<file path="config.mk">
export PLATFORM = sky130hd
export DESIGN_NAME = eth_tx_sched
export DESIGN_NICKNAME = d
export VERILOG_FILES = /design/src/rtl/eth_tx_sched.sv
export SDC_FILE = /design/constraint.sdc
export NUM_CORES = 1
export LEC_CHECK = 0
export BUFFER_PORTS_ARGS = -buffer_cell sky130_fd_sc_hd__buf_4
export CAP_MARGIN = 20
export CORE_MARGIN = 1
export CORE_UTILIZATION = 32
export CTS_CLUSTER_DIAMETER = 40
export CTS_CLUSTER_SIZE = 14
export DETAILED_ROUTE_END_ITERATION = 7
export MAX_ROUTING_LAYER = met4
export PLACE_DENSITY = 0.49
export RECOVER_POWER = 100
export SYNTH_ARGS = -nofsm -noshare
export SYNTH_HDL_FRONTEND = slang
export SYNTH_SLANG_ARGS = --single-unit
</file>
<file path="constraint.sdc">
create_clock -name clk -period 2.1 [get_ports clk]
set_clock_uncertainty 0.05 [all_clocks]
set_input_delay 0.105 -clock clk [delete_from_list [all_inputs] [get_ports clk]]
set_output_delay 0.105 -clock clk [all_outputs]
set_load 0.05 [all_outputs]
</file>
<file path="src/rtl/eth_tx_sched.sv">
// Frame/packet transmit scheduler: START -> SEND -> GAP per packet, DONE after the last packet.
// Latency: pkt_start one cycle after an accepted frame_start or an expired gap; all pulses are registered.
// Backpressure: waits in SEND for pkt_done; abort returns to IDLE. ETH_TX_WDOG_EN adds a SEND watchdog.
module eth_tx_sched #(
    parameter int PKT_BYTES      = 320,
    parameter int PKTS_PER_FRAME = 240,
    parameter int IFG_CYCLES     = 48,
    parameter int WDOG_CYCLES    = 4096
) (
    input  logic        clk,
    input  logic        rst,
    input  logic        frame_start,
    input  logic        abort,
    input  logic        pkt_done,
    output logic        pkt_start,
    output logic        cancelled,
    output logic [23:0] base_addr,
    output logic [15:0] pkt_idx,
    output logic        busy,
    output logic        frame_done,
    output logic        wdog_err
);

    localparam int GAP_W = (IFG_CYCLES > 1) ? $clog2(IFG_CYCLES + 1) : 1;

    typedef enum logic [2:0] {
        IDLE,
        START,
        SEND,
        GAP,
        DONE
    } state_t;

    state_t             state;
    state_t             state_nxt;
    logic [23:0]        base_nxt;
    logic [15:0]        idx_nxt;
    logic [GAP_W-1:0]   gap_cnt;
    logic [GAP_W-1:0]   gap_nxt;
    logic               pkt_start_nxt;
    logic               cancelled_nxt;
    logic               frame_done_nxt;
    logic               last_pkt;

    assign last_pkt = (pkt_idx == 16'(PKTS_PER_FRAME - 1));
    assign busy     = (state != IDLE);

`ifdef ETH_TX_WDOG_EN
    localparam int WD_W = (WDOG_CYCLES > 1) ? $clog2(WDOG_CYCLES) : 1;

    logic [WD_W-1:0]    wdog_cnt;
    logic               wdog_trip;
    logic               wdog_err_nxt;

    // The counter value equals the number of completed SEND cycles; trip on the last allowed one.
    assign wdog_trip = (wdog_cnt == WD_W'(WDOG_CYCLES - 1));

    always_ff @(posedge clk or negedge rst) begin
        if (!rst) begin
            wdog_cnt <= '0;
            wdog_err <= 1'b0;
        end else begin
            wdog_err <= wdog_err_nxt;
            if (state != SEND)
                wdog_cnt <= '0;
            else
                wdog_cnt <= wdog_cnt + WD_W'(1);
        end
    end
`else
    assign wdog_err = 1'b0;
`endif

    always_comb begin
        state_nxt     = state;
        base_nxt      = base_addr;
        idx_nxt       = pkt_idx;
        gap_nxt       = gap_cnt;
        cancelled_nxt = 1'b0;
`ifdef ETH_TX_WDOG_EN
        wdog_err_nxt  = 1'b0;
`endif
        case (state)
            IDLE: begin
                if (frame_start && !abort) begin
                    idx_nxt   = '0;
                    base_nxt  = '0;
                    state_nxt = START;
                end
            end
            START: begin
                state_nxt = abort ? IDLE : SEND;
            end
            SEND: begin
                if (abort) begin
                    state_nxt     = IDLE;
                    cancelled_nxt = 1'b1;
                end else if (pkt_done) begin
                    if (last_pkt) begin
                        state_nxt = DONE;
                    end else begin
                        idx_nxt  = pkt_idx + 16'd1;
                        base_nxt = base_addr + 24'(PKT_BYTES);
                        if (IFG_CYCLES == 0) begin
                            state_nxt = START;
                        end else begin
                            gap_nxt   = GAP_W'(IFG_CYCLES);
                            state_nxt = GAP;
                        end
                    end
                end
`ifdef ETH_TX_WDOG_EN
                else if (wdog_trip) begin
                    state_nxt     = IDLE;
                    cancelled_nxt = 1'b1;
                    wdog_err_nxt  = 1'b1;
                end
`endif
            end
            GAP: begin
                gap_nxt = gap_cnt - GAP_W'(1);
                if (abort)
                    state_nxt = IDLE;
                else if (gap_cnt <= GAP_W'(1))
                    state_nxt = START;
            end
            DONE: begin
                state_nxt = IDLE;
            end
            default: begin
                state_nxt = IDLE;
            end
        endcase
        // Pulses are flopped alongside the state so they are high exactly while in START / DONE.
        pkt_start_nxt  = (state_nxt == START);
        frame_done_nxt = (state_nxt == DONE);
    end

    always_ff @(posedge clk or negedge rst) begin
        if (!rst) begin
            state      <= IDLE;
            base_addr  <= '0;
            pkt_idx    <= '0;
            gap_cnt    <= '0;
            pkt_start  <= 1'b0;
            cancelled  <= 1'b0;
            frame_done <= 1'b0;
        end else begin
            state      <= state_nxt;
            base_addr  <= base_nxt;
            pkt_idx    <= idx_nxt;
            gap_cnt    <= gap_nxt;
            pkt_start  <= pkt_start_nxt;
            cancelled  <= cancelled_nxt;
            frame_done <= frame_done_nxt;
        end
    end

endmodule

</file>
# [Yosys cells after proc, flatten, opt, wreduce, memory -nomap -nowiden]
# Index checks and enable logic that the tools add are counted.
[totals] regBits=52 inputBits=5 wordCells=53
[classes] add_sub_neg=3 order_cmp=1 eq_ne=10 mux=24 n_reduce_logical=8
[ops] operator="two-way mux 24 bit" n=4
[ops] operator="two-way mux 16 bit" n=4
[ops] operator="case mux 24 bit (2 select lines)" n=1
[ops] operator="case mux 16 bit (2 select lines)" n=1
[ops] operator="adder 24 x 9 -> 24 bit (second input constant)" n=1
[ops] operator="two-way mux 3 bit" n=6
[ops] operator="two-way mux 6 bit" n=3
[ops] operator="adder 16 x 1 -> 16 bit (second input constant)" n=1
[ops] operator="== test 16 x 8 -> 1 bit (second input constant)" n=1
[ops] operator="case mux 3 bit (4 select lines)" n=1
[ops] operator="case mux 6 bit (2 select lines)" n=1
[ops] operator="inequality test 2 bit (second input constant)" n=4
[ops] operator="== test 3 x 1 -> 1 bit (second input constant)" n=2
[ops] operator="== test 3 x 2 -> 1 bit (second input constant)" n=2
[ops] operator="<= comparator 6 x 1 -> 1 bit (second input constant)" n=1
[ops] operator="subtractor 6 x 1 -> 6 bit (second input constant)" n=1
[ops] operator="AND reduction 5 bit" n=1
[ops] operator="AND reduction 4 bit" n=1
[ops] operator="nonzero test 2 bit" n=2
[ops] operator="== test 3 bit (second input constant)" n=1
[ops] operator="logical NOT 3 bit" n=1
[ops] operator="nonzero test 3 bit" n=1
[ops] operator="two-way mux 1 bit" n=2
[ops] operator="two-way mux 2 bit" n=1
[ops] operator="other kinds (2)" n=2

# [Logic depth before layout (Yosys ltp)]
# Gate-level depths: netlist of run 1.
[depth] ltp_word=6 depth_mapped=7 ltp_nobuf=6

# [Worst setup path after synthesis of run 1]
# Ideal clock, no wire load.
[synth_path] kind="register -> register" from="register pkt_idx[0]" to="register pkt_idx[7]" setup_time_ns=0.067 arrival_time_ns=2.251 setup_slack_ns=-0.268 stages_incl_launch_ff=8 path_buffers=1 cell_sequence="dfrtp_1 ha_1 and3_1 and4_1 buf_2 a211o_1 or4_1 nand2_1"
[synth_between] elab_chain_cells=5
[synth_rtl] item="start: declaration" line="18" text="output logic [15:0] pkt_idx,"
[synth_rtl] item="start signal: assignment" line="151" text="pkt_idx <= idx_nxt;"
[synth_rtl] item="adder 16 x 1 -> 16 bit" line="102" text="idx_nxt = pkt_idx + 16'd1;"
[synth_rtl] item="two-way mux 16 bit" line="99" text="if (last_pkt) begin"
[synth_rtl] item="two-way mux 16 bit" line="98" text="end else if (pkt_done) begin"
[synth_rtl] item="two-way mux 16 bit" line="95" text="if (abort) begin"
[synth_rtl] item="case mux 16 bit (2 select lines)" line="83" text="case (state)"
# Parallel ways exist; a longest one is shown, timed or not. The select of a mux whose other input is x is not followed.
# A chain may end at the register's enable or synchronous reset.

# [Final worst setup path of run 1]
[layout_path] from="register base_addr[10]" to="register base_addr[22]"
[layout_between] elab_chain_cells=5
[layout_rtl] item="start: declaration" line="17" text="output logic [23:0] base_addr,"
[layout_rtl] item="start signal: assignment" line="150" text="base_addr <= base_nxt;"
[layout_rtl] item="adder 24 x 9 -> 24 bit" line="103" text="base_nxt = base_addr + 24'(PKT_BYTES);"
[layout_rtl] item="two-way mux 24 bit" line="99"
[layout_rtl] item="two-way mux 24 bit" line="98"
[layout_rtl] item="two-way mux 24 bit" line="95"
[layout_rtl] item="case mux 24 bit (2 select lines)" line="83"
# Every way passes these cells. The select of a mux whose other input is x is not followed.

==> results.yml, run 1 <==
status:
  run_status: "complete, no violations"
detailed_routing:
  avgRoutedWirePerCell_um: 15.2
  drt-initial-drc-count: 100
  drt_pass1_iterations: 4
  vias: 2345
  wl_um: 6950
  post_dr_vias_cell: 5.13
  ant_nets: 0
  route.detailed.drc: 0
sta:
  final_worst_path_setup_slack_ps: 96.8
  hold_viol_final: 0
  timing.fmax_mhz: 499
  slew_viol_final: 0
  report.final.setup_viol: 0
  fin_crit_ps: 2000
  timing.slew.headroom_pct: 20.6
  hold-worst-slack_ps: 34.9
  timing.final.crit_share_pct: 95.4
  tightestPinTransition_ps: 1190
  rsz0062_at_grt: "false"
placed_design:
  preCtsSetupSlack_ps: 9.80
  port-buffer-count: 42
  place.gp.congestion: 0.778
  dp_hpwl_um: 5050
  detailed_place.area_mm2: 0.00327
power:
  total_power_density_per_cell_area_mw_per_mm2: 720
  p_leak_nw: 1.36
  power.total_mw: 2.34
  vdd.ir_drop.worst_mv: 0.469
cts:
  cts.root.buffer_cell: "clkbuf_8"
  total_number_of_clock_tree_sinks: 46
  cts_inserted_buffers: 5
  clockBufferDepth: 2
  htreeDepth: 2
  clock_transition_time_at_the_flip_flop_clock_pins_of_the_worst_setup_and_hold_paths_ps: 90
  cts_tree: "yes"
  clk-insertion-delay-late_ps: 300
setup_path:
  worst_path_required_ps: 2260
  critical_path_class: "reg2reg"
  crit_path_end_kind: "register"
  worstSetupStartpointType: "register"
  critical_path.max_fanout: 6
  reg2reg_depth: 5
  reg2reg_setup_slack_ps: 100
  worstPathArrival_ps: 2160
global_routing:
  first_global_vias: 2236
  grt_use_total_pct: 17.8
  global_route.overflow_total: 0
  global_route_wire_length_before_repair_um: 11400
  grt_max_degree: 47
  grt_antenna_before_repair: 0
floorplan:
  die_height_um: 91.7
  num_rows: 32
  dieArea_mm2: 0.00842
  design.core.area_mm2: 0.00777
  ioPinCount: 50
  initial_utilization_pct: 33.2
  die_width_um: 91.7
synthesis:
  syn-instance-count: 276
  synth.yosys.seq_area_share_pct: 44.7
  avgSynthCellArea_um2: 9.34
  yosys-top-cells-count: "dfrtp_1, nor2_1, nand2_1, nand3_1"
  number_of_synthesized_flops_with_an_enable_pin: 0
  yosys_register_bits: 46
  synth.lib_cells_used.distinct: 48
  syn_area_mm2: 0.00258
  synth.yosys.warnings: 0
  synth_async_sr_flop_share_pct: 100
  ys.flop_type: "dfrtp_1"
  post_synth_main_area_contributors: "dfrtp_1, xor2_1, nor2_1"
  synthDominantAreaCellType: "dfrtp_1"
  synth_top_area_share_pct: 44.7
  synthMostInstantiatedCell: "dfrtp_1"
cells_and_area:
  areaGrowthSynthToFinish_pct: 25.9
  drive_gt1_share_pct: 21.4
  antenna-diode-count: 0
  num-nets-final: 363
  final_design_area_no_fill_mm2: 0.00325
hold_path:
  min-delay-path-class: "in2reg"
  depth_of_the_worst_hold_timing_path: 2
run:
  drv.max_cap_violation_count: 0
[power breakdown]
group	switching, mW	internal (mW)
logic	0.469	0.219
clock network	0.300	0.266
registers	0.102	0.979
total	0.871	1.46
[cell families after synthesis]
family | share of synthesized area [%]
AOI/OAI and AO/OA | 12.4
xor gates and xnor gates | 6.12
adders and majority gates | 1.94
buffers and inverters | 4.95
DFF | 44.7
muxes | 0.922
other | 0.145
and+or+nand+nor | 28.9
[placed cells by master, fill, tap and decap left out, types with 3 or more instances in the layout]
cell type	count
nor3_1	4
inv_1	6
clkbuf_8	6
dfrtp_1	34
nand3_1	15
xnor2_1	5
and4_1	3
clkbuf_1	40
xor2_1	13
nand4_1	10
ha_1	3
or3_1	9
or4_1	8
a21oi_1	12
o21ai_0	13
o211ai_1	6
conb_1	7
nor2_1	30
clkbuf_2	3
dfrtp_2	12
nor4_1	4
nand2_1	24
o21ai_1	3
o2111ai_1	4
a211o_1	3
buf_4	38
[routing by layer]
| metal | GRT usage (%) | wire length (µm) |
|---|---|---|
| met1 | 24.8 | 3430 |
| met2 | 26.6 | 3130 |
| met3 | 3.15 | 328 |
| met4 | 4.95 | 63 |
| met5 | - | 0 |
[sequential cells by signal, indices dropped and copies added, names as in the netlist]
| register | count |
|---|---|
| base_addr | 18 |
| cancelled | 1 |
| frame_done | 1 |
| gap_cnt | 6 |
| pkt_idx | 16 |
| pkt_start | 1 |
| state | 3 |
[through the flow]
step | util [%] | TNS, ps | cells
floorplan | - | -99.1 | 282
global placement | 42.1 | -3.63 | 447
detailed placement | 42.1 | 0 | 447
CTS | 43.4 | 0 | 456
global route | 41.8 | 0 | 457
finish | 41.8 | 0 | 457
[worst max-delay path, stage by stage (launching register included)]
cell	delay (ps)
dfrtp_2	420
nand4_1	160
nor4_2	380
nand3_1	200
or4_1	500
a21oi_1	200
[cell type report]
class | instances | area, µm²
Timing Repair Buffer | 82 | 477
Fill cell | 847 | 4520
Clock buffer | 7 | 86.3
Clock inverter | 1 | 5.00
Tap cell | 102 | 128
Inverter | 6 | 22.5
Multi-Input combinational cell | 213 | 1360
Sequential cell | 46 | 1170
[final timing paths]
check | from | endpoint
worst min-delay path | abort | cancelled
worst max register to register | base_addr[10] | base_addr[22]
max in group asynchronous | rst | pkt_idx[8]
worst max-delay path | base_addr[10] | base_addr[22]
worst min register to register | gap_cnt[5] | gap_cnt[5]
min in group asynchronous | rst | gap_cnt[0]
[timing repair]
action / in CTS / in global routing
setup buffers: 0 / 1
resized for setup: 0 / 6
hold buffers: 1 / 0
endpoints found under the setup margin: 0 / 21
hold endpoints to repair: 46 / 0
Note: power is estimated with default switching activity, not from simulation.
==> run 2: changes to the inputs <==
BUFFER_PORTS_ARGS = -buffer_cell sky130_fd_sc_hd__buf_2   (was -buffer_cell sky130_fd_sc_hd__buf_4)
==> run 2 against run 1 <==
  * Wire length fell by 3.8%
  * Combinational power fell by 3.1%
  * Critical endpoint is now base_addr[23]
  * Largest power group unchanged
  * Global-route usage fell by 0.20 points
==> results.yml, run 2 (same netlist as run 1, synthesis figures left out) <==
setup_path:
  critical_path.max_fanout: 7
  critical_path_class: "reg2reg"
  crit_path_end_kind: "register"
  critical-path-top-delay-family: "simple AND/OR/NAND/NOR gates"
  slowest_delay_ps: 430
  worstPathArrival_ps: 2190
  worst_path_required_ps: 2280
  cp.buffers_inverters: 0
  worstSetupStartpointType: "register"
  worst_path_max_delay_cell: "dfrtp_2"
  cp_cell_sequence: "ha_4, and3_4, and4_4, a211o_1, or4_1, a21oi_1"
cells_and_area:
  num-nets-final: 359
  leading_cell_type_in_the_layout_fill_and_taps_excluded: "clkbuf_1"
  largest_register_ff_count: 18
  areaGrowthSynthToFinish_pct: 25.2
  instances_no_fill: 453
  top_reg_by_flops: "base_addr"
  most-common-layout-cells: "clkbuf_1, dfrtp_1, buf_4"
  final_util_pct: 41.6
  antenna-diode-count: 0
  leading_registers_by_flop_count: "base_addr x18, pkt_idx x16, gap_cnt x6"
  drive_gt1_share_pct: 20.8
  n_fill_cell: 817
power:
  total_power_density_per_cell_area_mw_per_mm2: 738
  vdd.ir_drop.worst_mv: 0.413
  power.total_mw: 2.38
  p_leak_nw: 1.35
hold_path:
  min-delay-path-class: "in2reg"
global_routing:
  grt_antenna_before_repair: 0
  grt_max_degree: 30
  global_route.overflow_total: 0
  first_global_vias: 2265
  grt_use_total_pct: 17.6
  global_route_wire_length_before_repair_um: 11300
detailed_routing:
  drt_pass1_iterations: 4
  wl_um: 6680
  route.detailed.drc: 0
  ant_nets: 0
  drt-initial-drc-count: 64
  vias: 2355
  avgRoutedWirePerCell_um: 14.8
  post_dr_vias_cell: 5.20
placed_design:
  dp_hpwl_um: 5090
  place.gp.congestion: 0.813
  cells_after_dpl: 443
  port-buffer-count: 42
cts:
  total_number_of_clock_tree_sinks: 46
  clock_transition_time_at_the_flip_flop_clock_pins_of_the_worst_setup_and_hold_paths_ps: 90
  cts_tree: "yes"
  cts_inserted_buffers: 5
  cts.root.buffer_cell: "clkbuf_8"
  clk-insertion-delay-late_ps: 300
  htreeDepth: 2
  clockBufferDepth: 2
floorplan:
  num_rows: 32
  design.core.area_mm2: 0.00777
  dieArea_mm2: 0.00842
  die_width_um: 91.7
  ioPinCount: 50
  initial_utilization_pct: 33.2
  die_height_um: 91.7
sta:
  slew_viol_final: 0
  rsz0062_at_grt: "true"
  timing.fmax_mhz: 499
  timing.final.crit_share_pct: 95.5
  timing.slew.headroom_pct: 42.3
  fin_crit_ps: 2010
  hold_viol_final: 0
  report.final.setup_viol: 0
  tightestPinTransition_ps: 866
status:
  run_status: "complete, no violations"
run:
  drv.max_cap_violation_count: 0
run 2: final cells by class:
type,instances,area [µm²],share of cell area [%]
multi-input cells,213,1360,42.2
flip-flops and latches,46,1170,36.1
repair buffers,78,439,13.6
clock buffers,8,110,3.41
well taps,102,128,3.95
inverters,6,22.5,0.698
run 2: worst paths after layout:
| path | start | endpoint | slack (ps) | cells after the start |
|---|---|---|---|---|
| max | pkt_idx[1] | base_addr[23] | 90 | 6 |
| max in group asynchronous | rst | pkt_idx[1] | 660 | 3 |
| min in group asynchronous | rst | pkt_start | 380 | 2 |
| min | abort | cancelled | 80 | 2 |
| max reg2reg | pkt_idx[1] | base_addr[23] | 90 | 6 |
| min reg2reg | gap_cnt[5] | gap_cnt[5] | 480 | 2 |
run 2: per-layer routing:
| metal | vias up | track usage (%) | routed length, µm |
|---|---|---|---|
| li1 | 1141 | - | - |
| met1 | 1151 | 23.8 | 3280 |
| met2 | 55 | 27.4 | 3090 |
| met3 | 8 | 2.82 | 251 |
| met4 | 0 | 4.82 | 61 |
| met5 | - | - | 0 |
run 2: through the flow:
stage | TNS (ps) | area [µm²] | setup slack [ps] | hold slack, ps
after global routing | -3.37 | 3230 | -3.07 | 75.0
after CTS | 0 | 3260 | 30.1 | 67.7
final | 0 | 3230 | 94.1 | 77.2
after detailed placement | 0 | 3140 | 23.6 | -2.84
after global placement | 0 | 3140 | 78.2 | -3.75
after floorplan | -99.1 | 2640 | -65.7 | -241
run 2: report_power, final:
part           internal, mW  switching [mW]  leakage, nW
registers             0.979           0.101        0.605
logic                 0.203           0.464        0.689
clock network         0.333           0.301       0.0575
total                  1.51           0.866         1.35
run 2: timing repair:
item                                    4_1_cts  5_1_grt
endpoints found under the setup margin        0       12
gates resized for setup                       0        5
hold buffers                                  1        0
hold endpoints to repair                     14        0
buffers inserted                              0        1
==> run 3: changes to the inputs <==
SETUP_SLACK_MARGIN = 0.1   (was unset)
==> run 3 against run 2 <==
  * Critical path depth is the same
  * Core utilization up 1.1 points
  * Critical path type unchanged
  * Clock-buffer cell count fell by 2
==> results.yml, run 3 (same netlist as run 1, synthesis figures left out) <==
global_routing:
  grt_antenna_before_repair: 0
  first_global_vias: 2329
  global_route_wire_length_before_repair_um: 11500
  grt_max_degree: 23
  grt_use_total_pct: 17.9
  global_route.overflow_total: 0
cts:
  cts_tree: "yes"
  cts_inserted_buffers: 5
  clockBufferDepth: 2
  clk-insertion-delay-late_ps: 300
  htreeDepth: 2
  cts.root.buffer_cell: "clkbuf_8"
  total_number_of_clock_tree_sinks: 46
  clock_transition_time_at_the_flip_flop_clock_pins_of_the_worst_setup_and_hold_paths_ps: 90
cells_and_area:
  top_reg_by_flops: "base_addr"
  antenna-diode-count: 0
  leading_cell_type_in_the_layout_fill_and_taps_excluded: "clkbuf_1"
  most-common-layout-cells: "clkbuf_1, buf_4, nor2_1"
  drive_gt1_share_pct: 23.3
  largest_register_ff_count: 18
  leading_registers_by_flop_count: "base_addr x18, pkt_idx x16, gap_cnt x6"
  instances_no_fill: 458
  num-nets-final: 364
  areaGrowthSynthToFinish_pct: 28.5
detailed_routing:
  wl_um: 6940
  post_dr_vias_cell: 5.00
  drt-initial-drc-count: 85
  drt_pass1_iterations: 4
  route.detailed.drc: 0
  avgRoutedWirePerCell_um: 15.2
  ant_nets: 0
  vias: 2291
setup_path:
  slowest_delay_ps: 440
  critical-path-top-delay-family: "simple AND/OR/NAND/NOR gates"
  critical_path_class: "reg2reg"
  reg2reg_depth: 6
  worstPathArrival_ps: 2150
  cp_cell_sequence: "ha_4, and3_4, and4_4, a211o_1, or4_1, a21oi_1"
  critical_path.max_fanout: 5
  worst_path_max_delay_cell: "dfrtp_2"
  reg2reg_setup_slack_ps: 120
  critical_path.reg2reg.endpoint: "base_addr[23]"
  cp.buffers_inverters: 0
  worstSetupStartpointType: "register"
  worst_path_required_ps: 2280
  crit_path_end_kind: "register"
  reg2reg_from: "pkt_idx[1]"
placed_design:
  cells_after_dpl: 442
  place.gp.congestion: 0.775
  dp_hpwl_um: 5220
  port-buffer-count: 42
  preCtsSetupSlack_ps: -26.2
hold_path:
  depth_of_the_worst_hold_timing_path: 2
  hold_path_startpoint: "abort"
  hold-path-endpoint: "cancelled"
  min-delay-path-class: "in2reg"
floorplan:
  die_height_um: 91.7
  dieArea_mm2: 0.00842
  die_width_um: 91.7
  ioPinCount: 50
  num_rows: 32
  design.core.area_mm2: 0.00777
  initial_utilization_pct: 33.2
run:
  drv.max_cap_violation_count: 0
sta:
  timing.slew.headroom_pct: 22.6
  tightestPinTransition_ps: 1160
  report.final.setup_viol: 0
  timing.fmax_mhz: 506
  fin_crit_ps: 1980
  final_worst_path_setup_slack_ps: 125
  timing.final.crit_share_pct: 94.1
  fin_tns_setup_ps: 0
  hold-worst-slack_ps: 94.4
  hold_viol_final: 0
  rsz0062_at_grt: "true"
  slew_viol_final: 0
power:
  total_power_density_per_cell_area_mw_per_mm2: 776
  vdd.ir_drop.worst_mv: 0.407
  p_leak_nw: 1.36
  power.total_mw: 2.57
status:
  run_status: "complete, no violations"
[run 3: worst max path at each step]
stage | from | endpoint | slack (ps) | depth (start not counted)
5_1_grt | state[0] | base_addr[19] | 20 | 5
3_5_place_dp | pkt_idx[1] | base_addr[23] | -30 | 6
4_1_cts | pkt_idx[1] | base_addr[23] | 80 | 6
3_3_place_gp | pkt_idx[1] | base_addr[23] | 50 | 6
2_1_floorplan | pkt_idx[1] | base_addr[23] | -70 | 7
6_report | pkt_idx[1] | base_addr[23] | 120 | 6
[run 3: routing by layer]
| metal | up-vias | share of wire, % | global-route usage (%) |
|---|---|---|---|
| met1 | 1095 | 50 | 24.4 |
| met3 | 4 | 4.1 | 2.99 |
| met2 | 48 | 45 | 28.0 |
| met4 | 0 | 0.58 | 4.17 |
| li1 | 1144 | - | - |
| met5 | - | 0 | - |
[run 3: layout make-up]
class,instances,area (µm²)
multi-input cells,213,1370
fillers,835,4460
flip-flops and latches,46,1180
inverters,6,22.5
well taps,102,128
clock buffers,6,82.6
clock inverters,2,60.1
repair buffers,83,468
[run 3: what timing repair did]
action	in CTS	in global routing
resized for setup	5	6
hold buffers	1	0
setup endpoints to repair	9	30
endpoints found under the hold margin	18	0
buffers inserted	2	5
pin swaps	2	6
[run 3: worst reg2reg max path, delay by kind of cell, from the launching register on]
kind,cells,cell delay (ps)
DFF,1,440
and+or+nand+nor,3,800
AOI/OAI and AO/OA,2,450
adders and majority gates,1,170
[run 3: per-stage QoR]
step | area [µm²] | utilization (%)
after floorplan | 2670 | -
after global placement | 3170 | 40.8
after detailed placement | 3170 | 40.8
after CTS | 3360 | 43.2
after global routing | 3310 | 42.6
final | 3310 | 42.6
[run 3: power by group]
group          internal, mW  switching, mW
Combinational         0.206          0.459
Clock                 0.508          0.310
Sequential            0.981          0.106
Total                  1.69          0.875
